File: src/rtl/avoid_drive_ctrl_pkg.sv
// Shared types and helpers for the obstacle-avoidance drive controller:
// mode encoding, speed-switch decode, near-flag hysteresis and servo defaults.
package avoid_pkg;

   typedef enum logic [2:0] {
      IDLE    = 3'd0,
      CRUISE  = 3'd1,
      AVOID_L = 3'd2,
      AVOID_R = 3'd3,
      BRAKE   = 3'd4,
      FLAME   = 3'd5
   } mode_e;

   localparam int SRV_C_DEF = 70000;
   localparam int SRV_L_DEF = 55000;
   localparam int SRV_R_DEF = 85000;

   // Only thermometer codes select a graded speed; anything else is a wiring fault.
   function automatic int unsigned speed_duty(input logic [3:0] sel, input int unsigned base,
                                              input int unsigned step, input int unsigned safe);
      case (sel)
         4'b0000, 4'b0001, 4'b0011, 4'b0111, 4'b1111:
            speed_duty = base + step * 32'($countones(sel));
         default:
            speed_duty = safe;
      endcase
   endfunction

   function automatic logic hyst_flag(input logic cur, input logic [31:0] v,
                                      input int unsigned th, input int unsigned hy);
      if (v < th)
         hyst_flag = 1'b1;
      else if (v >= th + hy)
         hyst_flag = 1'b0;
      else
         hyst_flag = cur;
   endfunction

endpackage

File: src/rtl/avoid_drive_ctrl_pwm_gen.sv
// Period counter with a shadow duty register that only loads on the wrap cycle,
// so a duty change never truncates or stretches a pulse in flight.
module pwm_gen #(
   parameter int PERIOD   = 5000,
   parameter int DW       = 13,
   parameter int RST_DUTY = 0
) (
   input  logic          clk,
   input  logic          rst,
   input  logic          kill,
   input  logic [DW-1:0] duty_i,
   output logic [DW-1:0] duty_o,
   output logic          pwm_o,
   output logic          wrap_o
);
   localparam int CW = $clog2(PERIOD);

   logic [CW-1:0] cnt_q, cnt_d;
   logic [DW-1:0] duty_q, duty_d;

   assign wrap_o = (cnt_q == CW'(PERIOD - 1));

   always_comb begin
      cnt_d  = wrap_o ? '0 : cnt_q + CW'(1);
      duty_d = duty_q;
      if (wrap_o)
         duty_d = duty_i;
      if (kill)
         duty_d = '0;
   end

   always_ff @(posedge clk or posedge rst) begin
      if (rst) begin
         cnt_q  <= '0;
         duty_q <= DW'(RST_DUTY);
      end else begin
         cnt_q  <= cnt_d;
         duty_q <= duty_d;
      end
   end

   assign duty_o = duty_q;
   assign pwm_o  = (32'(cnt_q) < 32'(duty_q));

endmodule

File: src/rtl/avoid_drive_ctrl.sv
// Obstacle-avoidance drive/steer controller: mode FSM, wheel H-bridge PWM and
// slew-limited steering servo. Optional echo watchdog built when WATCHDOG_EN is defined.
module avoid_drive_ctrl
   import avoid_pkg::*;
#(
   parameter int DIST_W       = 21,
   parameter int N_FIRE       = 4,
   parameter int WHEEL_PERIOD = 5000,
   parameter int SERVO_PERIOD = 1000000,
   parameter int NEAR_TH      = 150,
   parameter int STOP_TH      = 30,
   parameter int HYST         = 10,
   parameter int BASE_DUTY    = 440,
   parameter int SPEED_STEP   = 10,
   parameter int SAFE_DUTY    = 200,
   parameter int REV_DUTY     = 300,
   parameter int SRV_C        = SRV_C_DEF,
   parameter int SRV_L        = SRV_L_DEF,
   parameter int SRV_R        = SRV_R_DEF,
   parameter int SLEW_STEP    = 2000,
   parameter int DWELL        = 4
) (
   input  logic              clk,
   input  logic              rst,
   input  logic              enable,
   input  logic              echo_valid,
   input  logic [DIST_W-1:0] left_echo,
   input  logic [DIST_W-1:0] mid_echo,
   input  logic [DIST_W-1:0] right_echo,
   input  logic [N_FIRE-1:0] fire,
   input  logic [3:0]        speed_sel,
   output logic              motor_fwd_pwm,
   output logic              motor_rev_pwm,
   output logic              steer_pwm,
   output logic [2:0]        mode,
   output logic              echo_timeout
);
   localparam int WDW = $clog2(WHEEL_PERIOD + 1);
   localparam int SDW = $clog2(SERVO_PERIOD + 1);
   localparam int DWC = $clog2(DWELL + 2);

   mode_e          state_q, state_d;
   logic [DWC-1:0] dwell_q, dwell_d;
   logic [1:0]     stop_cnt_q, stop_cnt_d;
   logic           dir_q, dir_d;
   logic           near_l_q, near_l_d, near_m_q, near_m_d, near_r_q, near_r_d;
   logic           stop_m_q, stop_m_d;

   logic           timeout, whl_wrap, whl_pwm, srv_wrap, srv_pwm;
   logic [WDW-1:0] whl_duty, whl_shadow;
   logic [SDW-1:0] pulse_w, pulse_nxt, tgt;
   logic           any_near, in_avoid, dwell_done, fire_low, rev_sel;
   logic [31:0]    cur_w, tgt_w, diff_w, step_w, nxt_w;

`ifdef WATCHDOG_EN
   localparam int WDT = 3 * SERVO_PERIOD;
   localparam int WCW = $clog2(WDT + 1);
   logic [WCW-1:0] wd_cnt_q, wd_cnt_d;
   logic           wd_to_q, wd_to_d;

   always_comb begin
      wd_cnt_d = wd_cnt_q;
      wd_to_d  = wd_to_q;
      if (echo_valid) begin
         wd_cnt_d = '0;
         wd_to_d  = 1'b0;
      end else begin
         if (wd_cnt_q != WCW'(WDT))
            wd_cnt_d = wd_cnt_q + WCW'(1);
         wd_to_d = wd_to_q | (wd_cnt_d == WCW'(WDT));
      end
   end

   always_ff @(posedge clk or posedge rst) begin
      if (rst) begin
         wd_cnt_q <= '0;
         wd_to_q  <= 1'b0;
      end else begin
         wd_cnt_q <= wd_cnt_d;
         wd_to_q  <= wd_to_d;
      end
   end

   assign timeout = wd_to_q;
`else
   assign timeout = 1'b0;
`endif

   assign any_near   = near_l_q | near_r_q | near_m_q;
   assign in_avoid   = (state_q == AVOID_L) || (state_q == AVOID_R);
   assign dwell_done = (dwell_q == DWC'(DWELL + 1));
   assign fire_low   = ~&fire;

   always_comb begin
      near_l_d = near_l_q;
      near_m_d = near_m_q;
      near_r_d = near_r_q;
      stop_m_d = stop_m_q;
      if (echo_valid) begin
         near_l_d = hyst_flag(near_l_q, 32'(left_echo),  NEAR_TH, HYST);
         near_m_d = hyst_flag(near_m_q, 32'(mid_echo),   NEAR_TH, HYST);
         near_r_d = hyst_flag(near_r_q, 32'(right_echo), NEAR_TH, HYST);
         stop_m_d = hyst_flag(stop_m_q, 32'(mid_echo),   STOP_TH, HYST);
      end
   end

   always_comb begin
      state_d = state_q;
      if (!enable)
         state_d = IDLE;
      else if (timeout)
         state_d = BRAKE;
      else if (state_q == IDLE)
         state_d = CRUISE;
      else if (stop_m_q || (near_l_q && near_r_q && near_m_q))
         state_d = BRAKE;
      else if (state_q == BRAKE)
         state_d = any_near ? BRAKE : CRUISE;
      else if (in_avoid && !dwell_done)
         state_d = state_q;
      else if (near_l_q && !near_r_q)
         state_d = AVOID_R;
      else if ((near_r_q && !near_l_q) || (near_m_q && !near_l_q && !near_r_q))
         state_d = AVOID_L;
      else if (fire_low && !any_near)
         state_d = FLAME;
      else
         state_d = CRUISE;

      // Dwell counts wheel wraps; the first wrap only closes the partial entry period.
      dwell_d = dwell_q;
      if (state_d != state_q)
         dwell_d = '0;
      else if (in_avoid && whl_wrap && !dwell_done)
         dwell_d = dwell_q + DWC'(1);

      stop_cnt_d = '0;
      if (state_q == BRAKE && stop_m_q)
         stop_cnt_d = (whl_wrap && stop_cnt_q != 2'd2) ? stop_cnt_q + 2'd1 : stop_cnt_q;
   end

   always_comb begin
      whl_duty = '0;
      rev_sel  = 1'b0;
      case (state_q)
         BRAKE: begin
            rev_sel = 1'b1;
            if (!timeout && stop_cnt_q < 2'd2)
               whl_duty = WDW'(REV_DUTY);
         end
         CRUISE, AVOID_L, AVOID_R:
            whl_duty = WDW'(speed_duty(speed_sel, BASE_DUTY, SPEED_STEP, SAFE_DUTY));
         FLAME:
            whl_duty = WDW'(SAFE_DUTY);
         default: ;
      endcase
      dir_d = whl_wrap ? rev_sel : dir_q;
   end

   always_ff @(posedge clk or posedge rst) begin
      if (rst) begin
         state_q    <= IDLE;
         dwell_q    <= '0;
         stop_cnt_q <= '0;
         dir_q      <= 1'b0;
         near_l_q   <= 1'b0;
         near_m_q   <= 1'b0;
         near_r_q   <= 1'b0;
         stop_m_q   <= 1'b0;
      end else begin
         state_q    <= state_d;
         dwell_q    <= dwell_d;
         stop_cnt_q <= stop_cnt_d;
         dir_q      <= dir_d;
         near_l_q   <= near_l_d;
         near_m_q   <= near_m_d;
         near_r_q   <= near_r_d;
         stop_m_q   <= stop_m_d;
      end
   end

   always_comb begin
      tgt = SDW'(SRV_C);
      case (state_q)
         AVOID_R: tgt = SDW'(SRV_R);
         AVOID_L: tgt = SDW'(SRV_L);
         FLAME: begin
            if (!fire[1] || !fire[2]) tgt = SDW'(SRV_C);
            else if (!fire[0])        tgt = SDW'(SRV_R);
            else if (!fire[3])        tgt = SDW'(SRV_L);
            else                      tgt = SDW'(SRV_C);
         end
         default: ;
      endcase
      if (timeout)
         tgt = SDW'(SRV_C);

      // Step never passes the target, so the result stays between cur and tgt.
      cur_w = 32'(pulse_w);
      tgt_w = 32'(tgt);
      if (tgt_w >= cur_w) begin
         diff_w = tgt_w - cur_w;
         step_w = (diff_w > 32'(SLEW_STEP)) ? 32'(SLEW_STEP) : diff_w;
         nxt_w  = cur_w + step_w;
      end else begin
         diff_w = cur_w - tgt_w;
         step_w = (diff_w > 32'(SLEW_STEP)) ? 32'(SLEW_STEP) : diff_w;
         nxt_w  = cur_w - step_w;
      end
      pulse_nxt = SDW'(nxt_w);
   end

   pwm_gen #(.PERIOD(WHEEL_PERIOD), .DW(WDW), .RST_DUTY(0)) u_wheel (
      .clk    (clk),
      .rst    (rst),
      .kill   (!enable || timeout),
      .duty_i (whl_duty),
      .duty_o (whl_shadow),
      .pwm_o  (whl_pwm),
      .wrap_o (whl_wrap)
   );

   pwm_gen #(.PERIOD(SERVO_PERIOD), .DW(SDW), .RST_DUTY(SRV_C)) u_servo (
      .clk    (clk),
      .rst    (rst),
      .kill   (1'b0),
      .duty_i (pulse_nxt),
      .duty_o (pulse_w),
      .pwm_o  (srv_pwm),
      .wrap_o (srv_wrap)
   );

   logic unused_sig;
   assign unused_sig = &{1'b0, srv_wrap, whl_shadow};

   // Direction is a single shadow bit, so the two legs can never overlap.
   assign motor_fwd_pwm = whl_pwm & ~dir_q;
   assign motor_rev_pwm = whl_pwm & dir_q;
   assign steer_pwm     = srv_pwm & ~rst;
   assign mode          = state_q;
   assign echo_timeout  = timeout;

endmodule

File: config.mk
export PLATFORM = sky130hd
export DESIGN_NAME = avoid_drive_ctrl
export DESIGN_NICKNAME = d
export VERILOG_FILES = /design/src/rtl/avoid_drive_ctrl_pkg.sv /design/src/rtl/avoid_drive_ctrl_pwm_gen.sv /design/src/rtl/avoid_drive_ctrl.sv
export SDC_FILE = /design/constraint.sdc
export NUM_CORES = 1
export LEC_CHECK = 0
export CAP_MARGIN = 20
export CORE_ASPECT_RATIO = 1.2
export CORE_MARGIN = 2
export CORE_UTILIZATION = 55
export CTS_BUF_LIST = sky130_fd_sc_hd__clkbuf_4
export CTS_CLUSTER_SIZE = 14
export DETAILED_ROUTE_END_ITERATION = 16
export PLACE_DENSITY_LB_ADDON = 0.08
export SLEW_MARGIN = 20
export SYNTH_ARGS = -nofsm -noshare
export SYNTH_HDL_FRONTEND = slang
export SYNTH_SLANG_ARGS = --single-unit
File: constraint.sdc
create_clock -name clk -period 21.1 [get_ports clk]
set_input_delay 6.33 -clock clk [delete_from_list [all_inputs] [get_ports clk]]
set_output_delay 6.33 -clock clk [all_outputs]
set_load 0.02 [all_outputs]
* After elaboration in Yosys (flattened, before gate mapping)
Index checks and enable logic that the tools add are counted.
Storage, ports and cells: flip-flop bits (word level) 79, input port bits 75, output and inout bits 7, word-level logic and storage cells 135
Operators by class: add/subtract/negate cells 12, multipliers 1, $lt $le $gt $ge 14, eq/ne operators 16, mux-type cells 36, bitwise operators 7, reductions and logical operators 37
Operators by type and width (number):
- 20-bit 2-to-1 mux | 4
- 32-bit by 11-bit > comparator with 1-bit output, second input constant | 2
- 21-bit by 8-bit greater-or-equal comparator with 1-bit output, second input constant | 3
- 21-bit by 8-bit less-than comparator with 1-bit output, second input constant | 3
- 17-bit 2-to-1 mux | 3
- 17-bit case mux with 3 select lines | 1
- 13-bit 2-to-1 mux | 3
- 3-bit 2-to-1 mux | 11
- 10-bit case mux with 3 select lines | 1
- 21-bit by 6-bit greater-or-equal comparator with 1-bit output, second input constant | 1
- 21-bit by 5-bit less-than comparator with 1-bit output, second input constant | 1
- 17-bit by 20-bit subtractor with 21-bit output | 1
- 20-bit by 17-bit subtractor with 21-bit output | 1
- 20-bit by 1-bit adder with 20-bit output, second input constant | 1
- 20-bit adder | 1
- 20-bit == test, second input constant | 1
- 20-bit greater-or-equal comparator | 1
- 20-bit less-than comparator | 1
- 20-bit subtractor | 1
- 13-bit by 1-bit adder with 13-bit output, second input constant | 1
- 13-bit == test, second input constant | 1
- 13-bit less-than comparator | 1
- 1-bit logical AND | 12
- 9-bit by 7-bit adder with 10-bit output, first input constant | 1
- 32 further kinds | 66

* Depth between registers and ports, before layout
Gate-level depths: netlist (run 1).
depth in word-level cells 14, depth in mapped cells 34

* Modules after synthesis
A second synthesis (run 1) with hierarchy kept.
Second synthesis, totals: cells, all modules 1019, area, all modules 8201.6 sq um
By module, submodules not included:
- avoid_drive_ctrl | times used 1, cells an instance 639, area an instance 4533.1 sq um, sequential area each 325.3 sq um
- pwm_gen (u_servo) | times used 1, cells an instance 242, area an instance 2235.9 sq um, sequential area each 1008.5 sq um
- pwm_gen (u_wheel) | times used 1, cells an instance 138, area an instance 1432.6 sq um, sequential area each 650.6 sq um

* Worst setup path before layout (run 1)
Ideal clock, no wire load.
kind input to output, start input port rst, end output port steer_pwm, data arrival time 6.932 ns, required time 14.770 ns, slack 7.838 ns, stages 3, buffers on the path 0, cell sequence a211oi_1 -> nand2_1 -> a21oi_1
Between the ends: cells in the longest elaborated chain, start to end 2
Ends and longest elaborated chain:
- from (decl) | line avoid_drive_ctrl.sv:24 | input logic rst,
- 1-bit inverter | line avoid_drive_ctrl.sv:239 | assign steer_pwm = srv_pwm & ~rst;
- 1-bit AND | line avoid_drive_ctrl.sv:239
- to (decl) | line avoid_drive_ctrl.sv:34 | output logic steer_pwm,
Every way passes these cells.

* Final worst setup path (run 1)
Ends and elaborated chain as after synthesis.

==> qor.yml, run 1 <==
run_status:
  outcome: "completed"
clocking:
  clk_latency_ps: 480
  clockBufferDepth: 2
  tritoncts: "done"
  htreeDepth: 3
  clk_pin_slew_ps: 150
  cts.sinks: 75
  holdBufCountCts: 0
  post_cts_resized: 0
  cts_root_buffer: "clkbuf_4"
  postCtsSetupBuffers: 0
  cts_made_buffers: 9
timing:
  period_needed_ps: 14170
  rsz0062_at_grt: "no"
  post-route-period-util: 0.6718
  setup_ws_ps: 6925
  fmax_ghz: 0.07055
  slew_headroom: 0.3447
  slew_violations: 0
  setup_violations: 0
  tns_ps: 0
  finClkSkew_ps: 14.60
  finalHoldViolCount: 0
  holdWs_ps: 464.6
  worst_slew_pin_slew_ps: 983.0
power:
  power_frac_clock: 0.297
  switchingPower_w: 0.0001186
  pwr-share-comb: 0.270
  p_leak_nw: 4.002
  peakVddDrop_v: 0.00003010
  p_seq_frac: 0.433
  p_sw_frac: 0.3469
  p_per_area_mw_per_mm2: 39.24
  p_int_w: 0.0002233
finish:
  final_layout_size_suffix_gt1_frac: 0.04941
  layout.nets: 1177
  final_area_mm2: 0.008715
  instances_no_fill: 1184
  area_growth_pct: 12.47
  final_common_cell: "ha_1"
  final_cell_mix: "92 x ha_1, 78 x nand2_1, 77 x clkdlybuf4s50_1, 71 x nor2_1, 69 x dfrtp_1"
place:
  gp_congestion: 0.9214
  dp_hpwl_mm: 15.96
  place_area_mm2: 0.008561
  pre_cts_ws_ps: 6911
  dpl.cell_count: 1167
  port_buffers: 77
floorplan:
  rows: 47
  die_x_um: 112.4
  die_y_um: 134.0
  initial_utilization: 0.5631
  die_area_mm2: 0.01506
  core_area_mm2: 0.01376
  boundaryPins: 82
routing:
  vias_per_cell: 6.090
  routed_wl_mm: 20.34
  first_iter_violations: 486
  wl_per_cell_um: 17.18
  dr.pass1.iters: 5
  num_vias: 7210
  ant_nets: 0
  drc: 0
critical_path:
  end_kind: "output pin"
  cp-startpoint: "rst"
  worstPathMaxFanout: 2
  path_class: "primary input to output pin"
  critPathArrivalTime_ps: 7840
  r2r_start: "mode[2]$_DFF_PP0_"
  cp_data_required_time_ps: 14770
  worstSetupStartpointType: "primary input"
synthesis:
  synth_largest_area_cell: "dfrtp_1"
  yosysSeqAreaShare: 0.2432
  async_flop_share: 1.000
  ys_types: 82
  synth.avg_cell_area_um2: 8.148
  yosysWarnings: 0
  synth_ff_type: "dfrtp_1"
  synth_top_area_frac: 0.2228
  synth_area_leaders: "dfrtp_1 22%, ha_1 15%, a21oi_1 4.3%"
  synthCells: 951
  syn_nets: 1121
  ys_seq_elements: 75
  synth_edf_count: 0
  synth_area_mm2: 0.007749
grt:
  grt_first_pass_wirelength_mm: 33.40
  track_usage: 0.2718
  antenna_found_initial: 1
  overflow: 0
  grt_pass1_vias: 6958
  grt_max_degree: 76
worst_hold_path:
  hold_class: "register to register"
  hold_start: "u_wheel.cnt_q[0]$_DFF_PP0_"
flow_run:
  cap_violations: 0
[Yosys cell counts (7+ instances only)]
cell type / instances
nor2b_1: 16
inv_1: 62
a21o_1: 25
a21oi_1: 66
and3_1: 16
buf_2: 8
xor2_1: 29
or3_1: 7
a211oi_1: 16
clkbuf_1: 15
or4_1: 9
nand2_1: 78
ha_1: 92
nand3_1: 41
nand2b_1: 12
dfrtp_1: 69
nor3_1: 26
and2_1: 8
o31ai_1: 8
o21bai_1: 7
a22o_1: 11
o21ai_0: 55
nand4_1: 18
nor4_1: 8
xnor2_1: 32
o21a_1: 14
nor2_1: 71
o211ai_1: 10
a31oi_1: 9
[cell families after synthesis]
logic type | after synthesis | share of synthesized area
AOI/OAI and AO/OA | 281 | 0.2459
xor gates and xnor gates | 61 | 0.06895
adders and majority gates | 95 | 0.1563
buffers and inverters | 99 | 0.05716
DFF | 75 | 0.2432
muxes | 4 | 0.005329
other | 1 | 0.0004840
and+or+nand+nor | 335 | 0.2227
[layout make-up]
class	count	area [µm²]
antenna	1	2.502
clock buffer	9	67.56
clock inverter	7	82.58
fill	1270	5046
inverter	64	241.5
multi-input combinational	777	5429
sequential	75	1884
tap	171	214.0
timing repair buffer	80	793.3
[final timing paths]
path / end / slack, ps / cells past startpoint
hold / removal: u_wheel.cnt_q[0]$_DFF_PP0_ / 460 / 1
setup reg to reg: u_servo.duty_o[19]$_DFFE_PP0N_ / 12900 / 28
setup / recovery: steer_pwm / 6930 / 5
hold reg to reg: u_wheel.cnt_q[0]$_DFF_PP0_ / 460 / 1
min in group asynchronous: u_servo.cnt_q[14]$_DFF_PP0_ / 6500 / 3
max in group asynchronous: u_wheel.cnt_q[8]$_DFF_PP0_ / 13970 / 3
[sequential cells by signal, indices dropped and copies added, names as in the netlist]
signal,count
u_servo.duty_o,20
stop_m_q,1
u_wheel.duty_o,9
near_r_q,1
near_m_q,1
dir_q,1
mode,3
near_l_q,1
dwell_q,3
u_wheel.cnt_q,13
u_servo.cnt_q,20
stop_cnt_q,2
[power by group through the flow]
stage	Clock, W	Sequential (W)	Combinational (W)
after detailed placement	0	0.000151	0.0000909
after CTS	0.000105	0.000148	0.0000915
after global routing	0.000110	0.000149	0.000101
after global placement	0	0.000151	0.0000905
after floorplan	0	0.000150	0.0000624
final	0.000102	0.000148	0.0000922
[per-stage QoR]
stage / total power, W / util
final: 0.0003419 / 0.6333
after global placement: 0.0002412 / 0.6221
after global routing: 0.0003591 / 0.6333
after detailed placement: 0.0002417 / 0.6221
after floorplan: 0.0002126 / -
after CTS: 0.0003444 / 0.6330
[metal layers]
metal	GRT usage	wire, µm	vias to the layer above
li1	-	-	3592
met1	0.3109	8438	3400
met2	0.5003	10510	168
met3	0.03841	718	50
met4	0.1213	670	0
met5	0	0	-
[worst max-delay path: stages]
cell             delay, ps
clkdlybuf4s50_1        440
a211oi_1               220
nand2_1                 80
a21oi_1                150
clkdlybuf4s50_1        620
Power figures use the tool's default switching activity.
==> run 2: changes to the inputs <==
clock period = 13.9 ns   (was 21.1 ns; I/O delays follow)
==> run 2 against run 1 <==
Against the previous run:
- power rose by 55%
- setup slack lost 4500 ps
- wire length shrank 0.85%
- sequential cell count stayed put
- critical path depth rose by 24
- cell count stayed put
- worst hold slack gained 4.8 ps
- largest cell class unchanged
- via count increased by 0.39%
- non-clock buffer count is the same
==> qor.yml, run 2 (synthesized netlist as in run 1, its figures left out) <==
flow_run:
  cap_violations: 0  # unchanged
power:
  p_per_area_mw_per_mm2: 60.70  # +55%
  p_sw_frac: 0.3284  # -0.01851
  switchingPower_w: 0.0001740  # +47%
  pwr-share-comb: 0.264  # -0.006
  peakVddDrop_v: 0.00005847  # +94%
  power_frac_clock: 0.311  # +0.014
  p_int_w: 0.0003558  # +59%
  p_seq_frac: 0.425  # -0.008
  p_leak_nw: 4.010  # +0.20%
grt:
  grt_first_pass_wirelength_mm: 33.11  # -0.87%
  overflow: 0  # unchanged
  grt_max_degree: 56  # -26%
  antenna_found_initial: 1  # unchanged
  grt_pass1_vias: 6930  # -0.40%
  track_usage: 0.2676  # -0.004227
timing:
  rsz0062_at_grt: "no"
  worst_slew_pin_slew_ps: 1025  # +41.56 ps
  finalHoldViolCount: 0  # unchanged
  finClkSkew_ps: 16.05  # +1.444 ps
  slew_violations: 0  # unchanged
  slew_headroom: 0.3113  # -0.03339
  setup_ws_ps: 2411  # -4514 ps
  post-route-period-util: 0.8266
  period_needed_ps: 11490
  setup_violations: 0  # unchanged
  tns_ps: 0  # unchanged
  fmax_ghz: 0.08704
routing:
  dr.pass1.iters: 5  # unchanged
  first_iter_violations: 465  # -4.3%
  wl_per_cell_um: 17.03  # -0.85%
  num_vias: 7238  # +0.39%
  vias_per_cell: 6.113  # +0.39%
  routed_wl_mm: 20.17  # -0.85%
  drc: 0  # unchanged
  ant_nets: 0  # unchanged
clocking:
  holdBufCountCts: 0  # unchanged
  htreeDepth: 3  # unchanged
  post_cts_resized: 0  # unchanged
  clk_latency_ps: 460  # -20 ps
  cts_root_buffer: "clkbuf_4"
  cts_made_buffers: 9  # unchanged
  postCtsSetupBuffers: 0  # unchanged
  clockBufferDepth: 2  # unchanged
  cts.sinks: 75  # unchanged
  clk_pin_slew_ps: 140  # about the same
  tritoncts: "done"
floorplan:
  die_x_um: 112.4  # unchanged
  rows: 47  # unchanged
  die_area_mm2: 0.01506  # unchanged
  core_area_mm2: 0.01376  # unchanged
  boundaryPins: 82  # unchanged
  initial_utilization: 0.5631  # unchanged
  die_y_um: 134.0  # unchanged
finish:
  final_cell_mix: "92 x ha_1, 78 x nand2_1, 77 x clkdlybuf4s50_1, 71 x nor2_1, 69 x dfrtp_1"
  area_growth_pct: 12.64
  fill_cells: 1256  # -1.1%
  instances_no_fill: 1184  # unchanged
  layout.nets: 1177  # unchanged
  final_layout_size_suffix_gt1_frac: 0.04743  # -0.001976
  final_common_cell: "ha_1"
worst_hold_path:
  hold_class: "register to register"
  hold_depth: 1  # unchanged
place:
  port_buffers: 77  # unchanged
  dp_hpwl_mm: 15.82  # -0.84%
  gp_congestion: 0.9030  # -2.0%
  pre_cts_ws_ps: 2115  # -4796 ps
  dpl.cell_count: 1167  # unchanged
critical_path:
  critPathTopFamily: "compound AO/OA/AOI/OAI gates"
  ff2ff_path_depth: 30  # +7.1%
  cp_data_required_time_ps: 14280  # -490 ps
  worstSetupStartpointType: "primary input"
  crit_path_max_incr_delay_ps: 710  # +90 ps
  critPathArrivalTime_ps: 11870  # +4030 ps
  cp_slowest_cell: "and4b_1"
  end_kind: "register"
  critical_path_buf_inv_count: 2  # unchanged
  path_class: "primary input to register"
  worst-path-stages: 29  # +24
  worstPathMaxFanout: 16  # +14
run_status:
  outcome: "completed"
## run 2: changes by cell type in the layout (fill, tap and decap cells not counted), sizes merged
cell,before,now
bufinv,1,2
clkinvlp,2,1
## run 2: area by class of cell
cell class / instances / area (µm²) / share of cell area
antenna: 1 / 2.502 / 0.0002867
clock buffer: 9 / 67.56 / 0.007741
clock inverter: 7 / 97.59 / 0.01118
inverter: 64 / 241.5 / 0.02767
multi-input combinational: 777 / 5428 / 0.6218
sequential: 75 / 1884 / 0.2159
tap: 171 / 214.0 / 0.02451
timing repair buffer: 80 / 793.3 / 0.09088
## run 2: power by group through the flow
stage	combinational, W	sequential (W)	clock [W]
2_1_floorplan	0.0000948	0.000228	0
3_3_place_gp	0.000137	0.000229	0
3_5_place_dp	0.000139	0.000229	0
4_1_cts	0.000140	0.000225	0.000168
5_1_grt	0.000154	0.000226	0.000177
6_report	0.000140	0.000225	0.000165
## run 2: worst paths after layout
kind                                            start                              to  slack [ps]
setup / recovery                              fire[0]  u_servo.duty_o[19]$_DFFE_PP0N_        2410
hold / removal             u_wheel.cnt_q[0]$_DFF_PP0_      u_wheel.cnt_q[0]$_DFF_PP0_         470
setup reg to reg                    mode[2]$_DFF_PP0_  u_servo.duty_o[19]$_DFFE_PP0N_        5730
hold reg to reg            u_wheel.cnt_q[0]$_DFF_PP0_      u_wheel.cnt_q[0]$_DFF_PP0_         470
max in group asynchronous                         rst      u_wheel.cnt_q[5]$_DFF_PP0_        8840
min in group asynchronous                         rst      u_servo.cnt_q[4]$_DFF_PP0_        4010
## run 2: per-layer routing
metal  global-route usage  share of wire  vias up
li1                     -              -     3588
met1               0.3078           0.41     3415
met2               0.4856           0.51      174
met3              0.04067          0.035       61
met4               0.1253          0.040        0
met5                    0              0        -
## run 2: stage by stage
step                      total power (W)  area, µm²  hold slack [ps]    util
final                           0.0005298       8728            469.4  0.6343
after detailed placement        0.0003678       8561            448.5  0.6221
after CTS                       0.0005329       8726            468.1  0.6341
after floorplan                 0.0003227       7749            432.9       -
after global routing            0.0005574       8728            478.7  0.6343
after global placement          0.0003662       8561            449.9  0.6221
==> run 3: changes to the inputs <==
clock period = 11.25 ns   (was 13.9 ns; I/O delays follow)
==> run 3 against run 2 <==
Against the previous run:
- design area up 0.26%
- global-route usage is 0.25 points higher
- register-to-register slack got worse by 2300 ps
- combinational power grew 23%
- setup slack got worse by 1500 ps
- cell count increased by 0.17%
- die area is the same
- critical path depth shrank 1
- core utilization rose by 0.16 points
- count of clock-buffer cells in the layout did not move
- worst hold slack got worse by 3.4 ps
- sequential power rose by 24%
==> qor.yml, run 3 (synthesized netlist as in run 1, its figures left out) <==
timing:
  post-route-period-util: 0.9148
  setup_violations: 0  # unchanged
  tns_ps: 0  # unchanged
  fmax_ghz: 0.09716
  worst_slew_pin_slew_ps: 701.2  # -323.4 ps
  period_needed_ps: 10290
  slew_violations: 0  # unchanged
  finClkSkew_ps: 30.23  # +14.19 ps
  rsz0062_at_grt: "no"
  slew_headroom: 0.5290  # +0.2177
  finalHoldViolCount: 0  # unchanged
routing:
  first_iter_violations: 381  # -18%
  vias_per_cell: 6.052  # -1.0%
  drc: 0  # unchanged
  ant_nets: 0  # unchanged
  routed_wl_mm: 20.21  # +0.23%
  dr.pass1.iters: 5  # unchanged
  num_vias: 7178  # -0.83%
  wl_per_cell_um: 17.04  # about the same
clocking:
  clk_latency_ps: 460  # about the same
  post_cts_resized: 0  # unchanged
  postCtsSetupBuffers: 0  # unchanged
  tritoncts: "done"
  cts_root_buffer: "clkbuf_4"
  cts.sinks: 75  # unchanged
  cts_made_buffers: 9  # unchanged
  clockBufferDepth: 2  # unchanged
  htreeDepth: 3  # unchanged
  clk_pin_slew_ps: 130  # about the same
  holdBufCountCts: 0  # unchanged
finish:
  final_cell_mix: "92 x ha_1, 78 x nand2_1, 77 x clkdlybuf4s50_1, 71 x nor2_1, 69 x dfrtp_1"
  final_common_cell: "ha_1"
  final_layout_size_suffix_gt1_frac: 0.05030  # +0.002865
  area_growth_pct: 12.93
  layout.nets: 1179  # +0.17%
power:
  p_per_area_mw_per_mm2: 75.14  # +24%
  p_leak_nw: 4.025  # +0.38%
  peakVddDrop_v: 0.00006356  # +8.7%
  totalPowerFinal_w: 0.0006576  # +24%
place:
  dp_hpwl_mm: 16.19  # +2.4%
  port_buffers: 77  # unchanged
  gp_congestion: 0.8933  # -1.1%
worst_hold_path:
  hold_depth: 1  # unchanged
  hold_class: "register to register"
  holdPathEnd: "u_wheel.cnt_q[0]$_DFF_PP0_"
  hold_start: "u_wheel.cnt_q[0]$_DFF_PP0_"
floorplan:
  rows: 47  # unchanged
  die_y_um: 134.0  # unchanged
  die_x_um: 112.4  # unchanged
  initial_utilization: 0.5631  # unchanged
  boundaryPins: 82  # unchanged
  core_area_mm2: 0.01376  # unchanged
  die_area_mm2: 0.01506  # unchanged
grt:
  track_usage: 0.2701  # +0.002526
  overflow: 0  # unchanged
  antenna_found_initial: 1  # unchanged
  grt_max_degree: 51  # -8.9%
  grt_first_pass_wirelength_mm: 33.28  # +0.52%
  grt_pass1_vias: 7060  # +1.9%
critical_path:
  ff2ff_path_depth: 30  # unchanged
  critPathArrivalTime_ps: 10640  # -1230 ps
  r2r_slack_ps: 3450  # -2280 ps
  worstSetupStartpointType: "primary input"
  cp_data_required_time_ps: 11600  # -2680 ps
  path_class: "primary input to register"
  reg2reg_to: "u_servo.duty_o[19]$_DFFE_PP0N_"
  r2r_start: "mode[2]$_DFF_PP0_"
  end_kind: "register"
  worstPathMaxFanout: 13  # -3
run_status:
  outcome: "completed"
flow_run:
  cap_violations: 0  # unchanged
-- run 3: changes by cell type in the layout (fill, tap and decap cells not counted) --
cell and change:
inv_8 +1, clkinv_1 -1, buf_4 +2
-- run 3: where the power goes --
part / total (W) / switching (W) / internal [W]
registers: 0.000278 / 0.00000583 / 0.000272
clock network: 0.000208 / 0.000114 / 0.0000939
logic: 0.000172 / 0.0000963 / 0.0000755
-- run 3: how the worst max path moves through the flow --
stage                        from                        endpoint  slack (ps)  cells past startpoint
after floorplan           fire[2]  u_servo.duty_o[19]$_DFFE_PP0N_        2090                     31
after global placement    fire[3]  u_servo.duty_o[19]$_DFFE_PP0N_         720                     29
after detailed placement  fire[3]  u_servo.duty_o[19]$_DFFE_PP0N_         600                     29
after CTS                 fire[3]  u_servo.duty_o[19]$_DFFE_PP0N_        1040                     29
after global routing      fire[0]  u_servo.duty_o[19]$_DFFE_PP0N_         390                     29
final                     fire[3]  u_servo.duty_o[19]$_DFFE_PP0N_         960                     28
-- run 3: worst max-delay path: stages --
cell             delay [ps]
clkdlybuf4s50_1         530
and2_1                  180
o21a_1                  290
inv_1                   210
ha_1                    580
nor2b_1                 390
and3_1                  310
nand3_1                 120
a21boi_0                210
mux2i_1                 110
a311oi_2                410
and4b_1                 430
nand2_1                 100
ha_1                    380
nand2_1                 140
xnor2_1                 120
a21oi_1                  80
a21oi_1                 170
ha_1                    300
a2111o_1                440
or4_1                   420
o211ai_2                270
o211ai_1                150
a41oi_1                 290
o21bai_1                100
a21o_1                  200
xnor2_1                 120
o31ai_1                 180
-- run 3: metal layers --
metal  GRT usage  part of all wire  vias to the layer above
met2      0.4946              0.51                      176
met4      0.1382             0.048                        0
met5           0                 0                        -
li1            -                 -                     3592
met3     0.03479             0.036                       68
met1      0.3059              0.41                     3342
-- run 3: stage by stage --
stage	utilization	std cells	hold slack [ps]	setup WS [ps]	area, µm²
5_1_grt	0.6359	1186	494.7	393.3	8751
4_1_cts	0.6358	1185	469.7	1040	8748
3_3_place_gp	0.6232	1169	447.6	721.4	8576
3_5_place_dp	0.6232	1169	450.8	596.4	8576
2_1_floorplan	-	951	432.9	2093	7749
6_report	0.6359	1186	466.0	958.0	8751
-- run 3: layout make-up --
class                      instances  area, µm²
antenna                            1      2.502
timing repair buffer              82      808.3
inverter                          64      241.5
tap                              171      214.0
clock buffer                       9      67.56
clock inverter                     7      105.1
sequential                        75       1884
multi-input combinational        777       5428
fill                            1272       5010
